--- config.mk ---
export PLATFORM = sky130hd
export DESIGN_NAME = gray_counter
export DESIGN_NICKNAME = d
export VERILOG_FILES = /design/src/rtl/gray_counter.sv
export SDC_FILE = /design/constraint.sdc
export NUM_CORES = 1
export LEC_CHECK = 0
export BUFFER_PORTS_ARGS = -buffer_cell sky130_fd_sc_hd__buf_4
export CAP_MARGIN = 20
export CORE_AREA = 2 2 39 41
export DETAILED_ROUTE_END_ITERATION = 8
export DIE_AREA = 0 0 41 43
export SLEW_MARGIN = 20
export SYNTH_ARGS = -nofsm -noshare
export SYNTH_HDL_FRONTEND = slang
export SYNTH_SLANG_ARGS = --single-unit
--- constraint.sdc ---
create_clock -name clk -period 1.8 [get_ports clk]
set_input_delay 0.18 -clock clk [delete_from_list [all_inputs] [get_ports clk]]
set_output_delay 0.18 -clock clk [all_outputs]
set_load 0.01 [all_outputs]
--- src/rtl/gray_counter.sv ---
// Up/down binary counter with synchronous load, wrap pulse and a Gray-coded copy of the count.
// Define GRAY_REG_OUT_EN to register the Gray output; otherwise it is decoded combinationally from b.
module gray_counter #(
    parameter int W = 4
) (
    input  logic         clk,
    input  logic         rst_n,
    input  logic         en,
    input  logic         up,
    input  logic         load,
    input  logic [W-1:0] din,
    output logic [W-1:0] b,
    output logic [W-1:0] g,
    output logic         wrap
);

    localparam logic [W-1:0] ONE = W'(1);

    logic [W-1:0] cnt_q;
    logic [W-1:0] cnt_d;
    logic         wrap_q;
    logic         wrap_d;

    function automatic logic [W-1:0] toGray(input logic [W-1:0] x);
        return x ^ (x >> 1);
    endfunction

    // Load wins over counting; wrap flags the step that crosses the all-ones/all-zeros boundary.
    always_comb begin
        cnt_d  = cnt_q;
        wrap_d = 1'b0;
        if (load) begin
            cnt_d = din;
        end else if (en) begin
            if (up) begin
                cnt_d  = cnt_q + ONE;
                wrap_d = (cnt_q == '1);
            end else begin
                cnt_d  = cnt_q - ONE;
                wrap_d = (cnt_q == '0);
            end
        end
    end

    always_ff @(posedge clk or negedge rst_n) begin
        if (!rst_n) begin
            cnt_q  <= '0;
            wrap_q <= 1'b0;
        end else begin
            cnt_q  <= cnt_d;
            wrap_q <= wrap_d;
        end
    end

`ifdef GRAY_REG_OUT_EN
    logic [W-1:0] g_q;

    // Encoding the next count keeps the registered Gray value aligned with b in the same cycle.
    always_ff @(posedge clk or negedge rst_n) begin
        if (!rst_n) begin
            g_q <= '0;
        end else begin
            g_q <= toGray(cnt_d);
        end
    end

    assign g = g_q;
`else
    assign g = toGray(cnt_q);
`endif

    assign b    = cnt_q;
    assign wrap = wrap_q;

endmodule

; ---- After elaboration in Yosys (flattened, before gate mapping)
; Index checks and enable logic that the tools add are counted.
[totals]
reg_bits = 5
word_cells = 14
input_bits = 9
output_inout_bits = 9
[op_classes]
bitwise_logic = 1
n_eq_ne = 1
reduce_logical = 2
muxes = 6
addsub = 2
[ops]
columns = cell, n
row1 = $mux W4, 3
row2 = $add A4 B1 Y4 const B, 1
row3 = $eq A4 B4 Y1 const B, 1
row4 = $logic_not A4 Y1, 1
row5 = $sub A4 B1 Y4 const B, 1
row6 = $xor A4 B3 Y4, 1
row7 = $mux W1, 3
row8 = $reduce_bool A2 Y1, 1

; ---- Longest topological paths before layout
[depth]
word_depth = 4
depth_mapped = 5
mapped_depth_nobuf = 5

; ---- Worst setup path after synthesis
; Ideal clock, no wire load.
[synth_timing]
path_kind = reg-to-reg
start = reg cnt_q[0], in the netlist b[0]
end = reg cnt_q[2], in the netlist b[2]
arrival_ns = 1.230
required_ns = 1.679
period_less_slack_ns = 1.351
path_stages_with_launch = 5
setup_ns = 0.121
path_slack_ns = 0.449
n_path_buf = 0
path_cell_list = dfrtp_1 > fa_1 > xor2_1 > mux2i_1 > o21ai_1
[synth_via]
elab_chain_len = 4
elab_cells_between_ends = 5
classes_between = add/sub: 2 / mux: 3
[synth_lines]
columns = item, line_no
row1 = from (decl), 19  ; logic [W-1:0] cnt_q;
row2 = from (signal assigned), 50  ; cnt_q <= cnt_d;
row3 = $sub A4 B1 Y4 / $add A4 B1 Y4 (equally long branches), "39, 36"
row4 = $mux W4 (*), 35  ; if (up) begin
row5 = $mux W4 (*), 34  ; end else if (en) begin
row6 = $mux W4 (*), 32  ; if (load) begin
; Every way passes the cells marked *; elsewhere a longest branch is shown, timed or not. The select of a mux whose other input is x is not followed.
; A chain may end at the register's enable or synchronous reset.

; ---- Final worst setup path
[layout_timing]
start = reg cnt_q[3], in the netlist b[3]
end = out g[2]
[layout_via]
elab_chain_len = 1
[layout_lines]
columns = item, line_no
row1 = $xor A4 B3 Y4, 25  ; return x ^ (x >> 1);
row2 = to (decl), 13  ; output logic [W-1:0] g,
; Every way passes these cells.

==> impl_metrics.env <==
export IMPL_wirelength_um=951
export IMPL_num_rows=14
export IMPL_worstPathMaxFanout=9
export IMPL_power_frac_clock_pct=27.5
export IMPL_yosys_cell_types_count=21
export IMPL_syn_avg_cell_area_um2=9.765
export IMPL_post_cts_resized=0
export IMPL_combPwrFrac_pct=40.4
export IMPL_fin_skew_ps=1.210
export IMPL_cts_setup_buffers=0
export IMPL_antenna_cells=0
export IMPL_vias=388
export IMPL_slew_headroom_pct=79.93
export IMPL_worstSetupPathType="reg2out"
export IMPL_drv_cap=0
export IMPL_place_ws_ps=391.2
export IMPL_first_pass_iters=1
export IMPL_slowest_stage="dfrtp_1"
export IMPL_die_w_um=41
export IMPL_grt_max_degree=14
export IMPL_hpwl_um=727.3
export IMPL_initial_core_util_pct=32.46
export IMPL_finalSetupViolations=0
export IMPL_hold_path_class="in2reg"
export IMPL_via_per_inst=4.790
export IMPL_fin_crit_ps=1437
export IMPL_areaGrowthSynthToFinish_pct=35.10
export IMPL_h_tree_depth=1
export IMPL_setup_tns_ps=0
export IMPL_io_buffers=17
export IMPL_switching_share_pct=35.36
export IMPL_dieArea_um2=1763
export IMPL_avgRoutedWirePerCell_um=11.74
export IMPL_final_antenna_net_count=0
export IMPL_worstMarginPinSlew_ps=301.0
export IMPL_syn_nets=62
export IMPL_layout_setup_ws_ps=362.9
export IMPL_io_pins=18
export IMPL_cts_tree="yes"
export IMPL_slowest_delay_ps=510
export IMPL_cts_sinks=5
export IMPL_ys_seq_area_share_pct=27.86
export IMPL_grtUsageTotal_pct=12.99
export IMPL_grt_pass1_wl_um=1469
export IMPL_cts_made_buffers=3
export IMPL_pwr_share_seq_pct=32.1
export IMPL_drive_gt1_share_pct=33.85
export IMPL_path_clk_slew_ps=50
export IMPL_required_ps=1620
export IMPL_detail_route_drc_violations=0
export IMPL_final_nets=82
export IMPL_power_switching_uw=177.5
export IMPL_drtIter0Drc=0
export IMPL_yosys_warnings=0
export IMPL_rsz0062_at_grt="false"
export IMPL_cts_root_buf="clkbuf_4"
export IMPL_power_per_cell_area_nw_per_um2=827.3
export IMPL_ir_worst_vdd_mv=0.3419
export IMPL_gp_congestion=0.6968
export IMPL_first_global_vias=346
export IMPL_syn_cell_area_um2=449.2
export IMPL_crit_chain="inv_1 > ha_1 > buf_4"
export IMPL_antenna_found_initial=0
export IMPL_die_height_um=43
export IMPL_core_region_area_um2=1384
export IMPL_hold_viol_final=0
export IMPL_p_leak_uw=0.0003152
export IMPL_cts_buffer_depth=2
export IMPL_timing_fmax_mhz=695.8
export IMPL_overflow=0
export IMPL_maxSlewViolCount=0
export IMPL_postSynthCellCount=46
export IMPL_ys_ff_latch=5
export IMPL_startpoint_type="flop"
export IMPL_worstSkewPairLatency_ps=250
export IMPL_p_int_uw=324.5
export IMPL_cp_arrival_ps=1260
export IMPL_end_kind="primary output"
export IMPL_fin_crit_sh_pct=79.84
export IMPL_outcome="completed"
final cells by class:
cell class / instances / area (µm²)
fillers: 149 / 777.0
inverters: 5 / 18.77
multi-input cells: 33 / 279.0
well taps: 16 / 20.02
clock buffers: 4 / 26.28
flip-flops and latches: 5 / 125.1
repair buffers: 18 / 137.6
logic make-up (layout without fill, tap and decap cells):
group | after synthesis | in the layout | share of synthesized area [%]
buffers and inverters | 8 | 27 | 10.03
AO/OA/AOI/OAI | 8 | 8 | 10.31
adder cells (fa/ha/maj) | 7 | 7 | 21.17
multiplexers | 2 | 2 | 4.457
flip-flops | 5 | 5 | 27.86
AND/OR/NAND/NOR | 13 | 13 | 20.33
XOR/XNOR | 3 | 3 | 5.851
layout by cell type (no fill, tap or decap), types with 2 or more instances in the layout:
| cell | netlist | final |
|---|---|---|
| a21oi_1 | 2 | 2 |
| buf_4 | 2 | 17 |
| clkbuf_4 | 0 | 3 |
| dfrtp_1 | 5 | 5 |
| ha_1 | 6 | 6 |
| inv_1 | 5 | 5 |
| mux2i_1 | 2 | 2 |
| nand2_1 | 4 | 4 |
| nand3_1 | 3 | 3 |
| nor3b_1 | 2 | 2 |
| o21ai_0 | 3 | 3 |
| xor2_1 | 2 | 2 |
Yosys cell counts:
master	n	area (µm²)
dfrtp_1	5	125.1
and3b_1	1	8.760
nand3_1	3	15.01
nor3b_1	2	15.01
inv_1	5	18.77
o2bb2ai_1	1	8.760
o21ai_1	1	5.000
buf_4	2	15.01
and3b_2	1	10.01
xor2_1	2	17.52
nand2_1	4	15.01
o21ai_0	3	15.01
xnor2_1	1	8.760
buf_6	1	11.26
mux2i_1	2	20.02
o211ai_1	1	7.510
a21oi_1	2	10.01
ha_1	6	75.07
nor4b_2	1	15.01
and4bb_1	1	12.51
fa_1	1	20.02
power groups by stage:
stage	sequential (µW)	combinational [µW]	clock, µW
finish	161	203	138
global route	165	228	153
CTS	162	206	142
detailed placement	164	203	0
global placement	163	201	0
floorplan	162	115	0
sequential cells by signal, summed over array words and instances (netlist names):
register and cells:
wrap 1, b 4
what timing repair did:
item                                    CTS  global route
hold buffers                              1             0
endpoints found under the setup margin    0             0
endpoints found under the hold margin     5             0
per-stage QoR:
step	hold WS (ps)	total power [µW]	instances	utilization (%)	cell area [µm²]
2_1_floorplan	-115.6	277.0	46	-	449.2
3_3_place_gp	-14.58	363.7	76	41.23	570.5
3_5_place_dp	-14.66	367.0	76	41.23	570.5
4_1_cts	137.0	510.0	81	43.85	606.8
5_1_grt	134.5	546.0	81	43.85	606.8
6_report	137.9	502.0	81	43.85	606.8
critical path: cells and delay by family (launching register included):
| family | cells | cell delay (ps) |
|---|---|---|
| buffers and inverters | 2 | 220 |
| adder cells (fa/ha/maj) | 1 | 270 |
| flip-flops | 1 | 510 |
path summary, 6_finish.rpt:
kind                            depth (start not counted)    to   start  slack, ps
worst max-delay path                                    3  g[2]    b[3]        360
worst min-delay path                                    3  b[1]  din[1]        140
worst max register to register                          4  b[2]    b[0]        400
worst min register to register                          2  b[2]    b[2]        690
max in group asynchronous                               2  wrap   rst_n       1430
min in group asynchronous                               2  b[2]   rst_n        270
per-layer routing:
metal	routed length (µm)	up-vias	global-route usage, %
met2	452	14	19.06
met4	19	0	8.000
li1	-	194	-
met1	412	178	15.26
met5	0	-	0
met3	66	2	4.712
No activity file was read; power rests on OpenSTA's default activity.
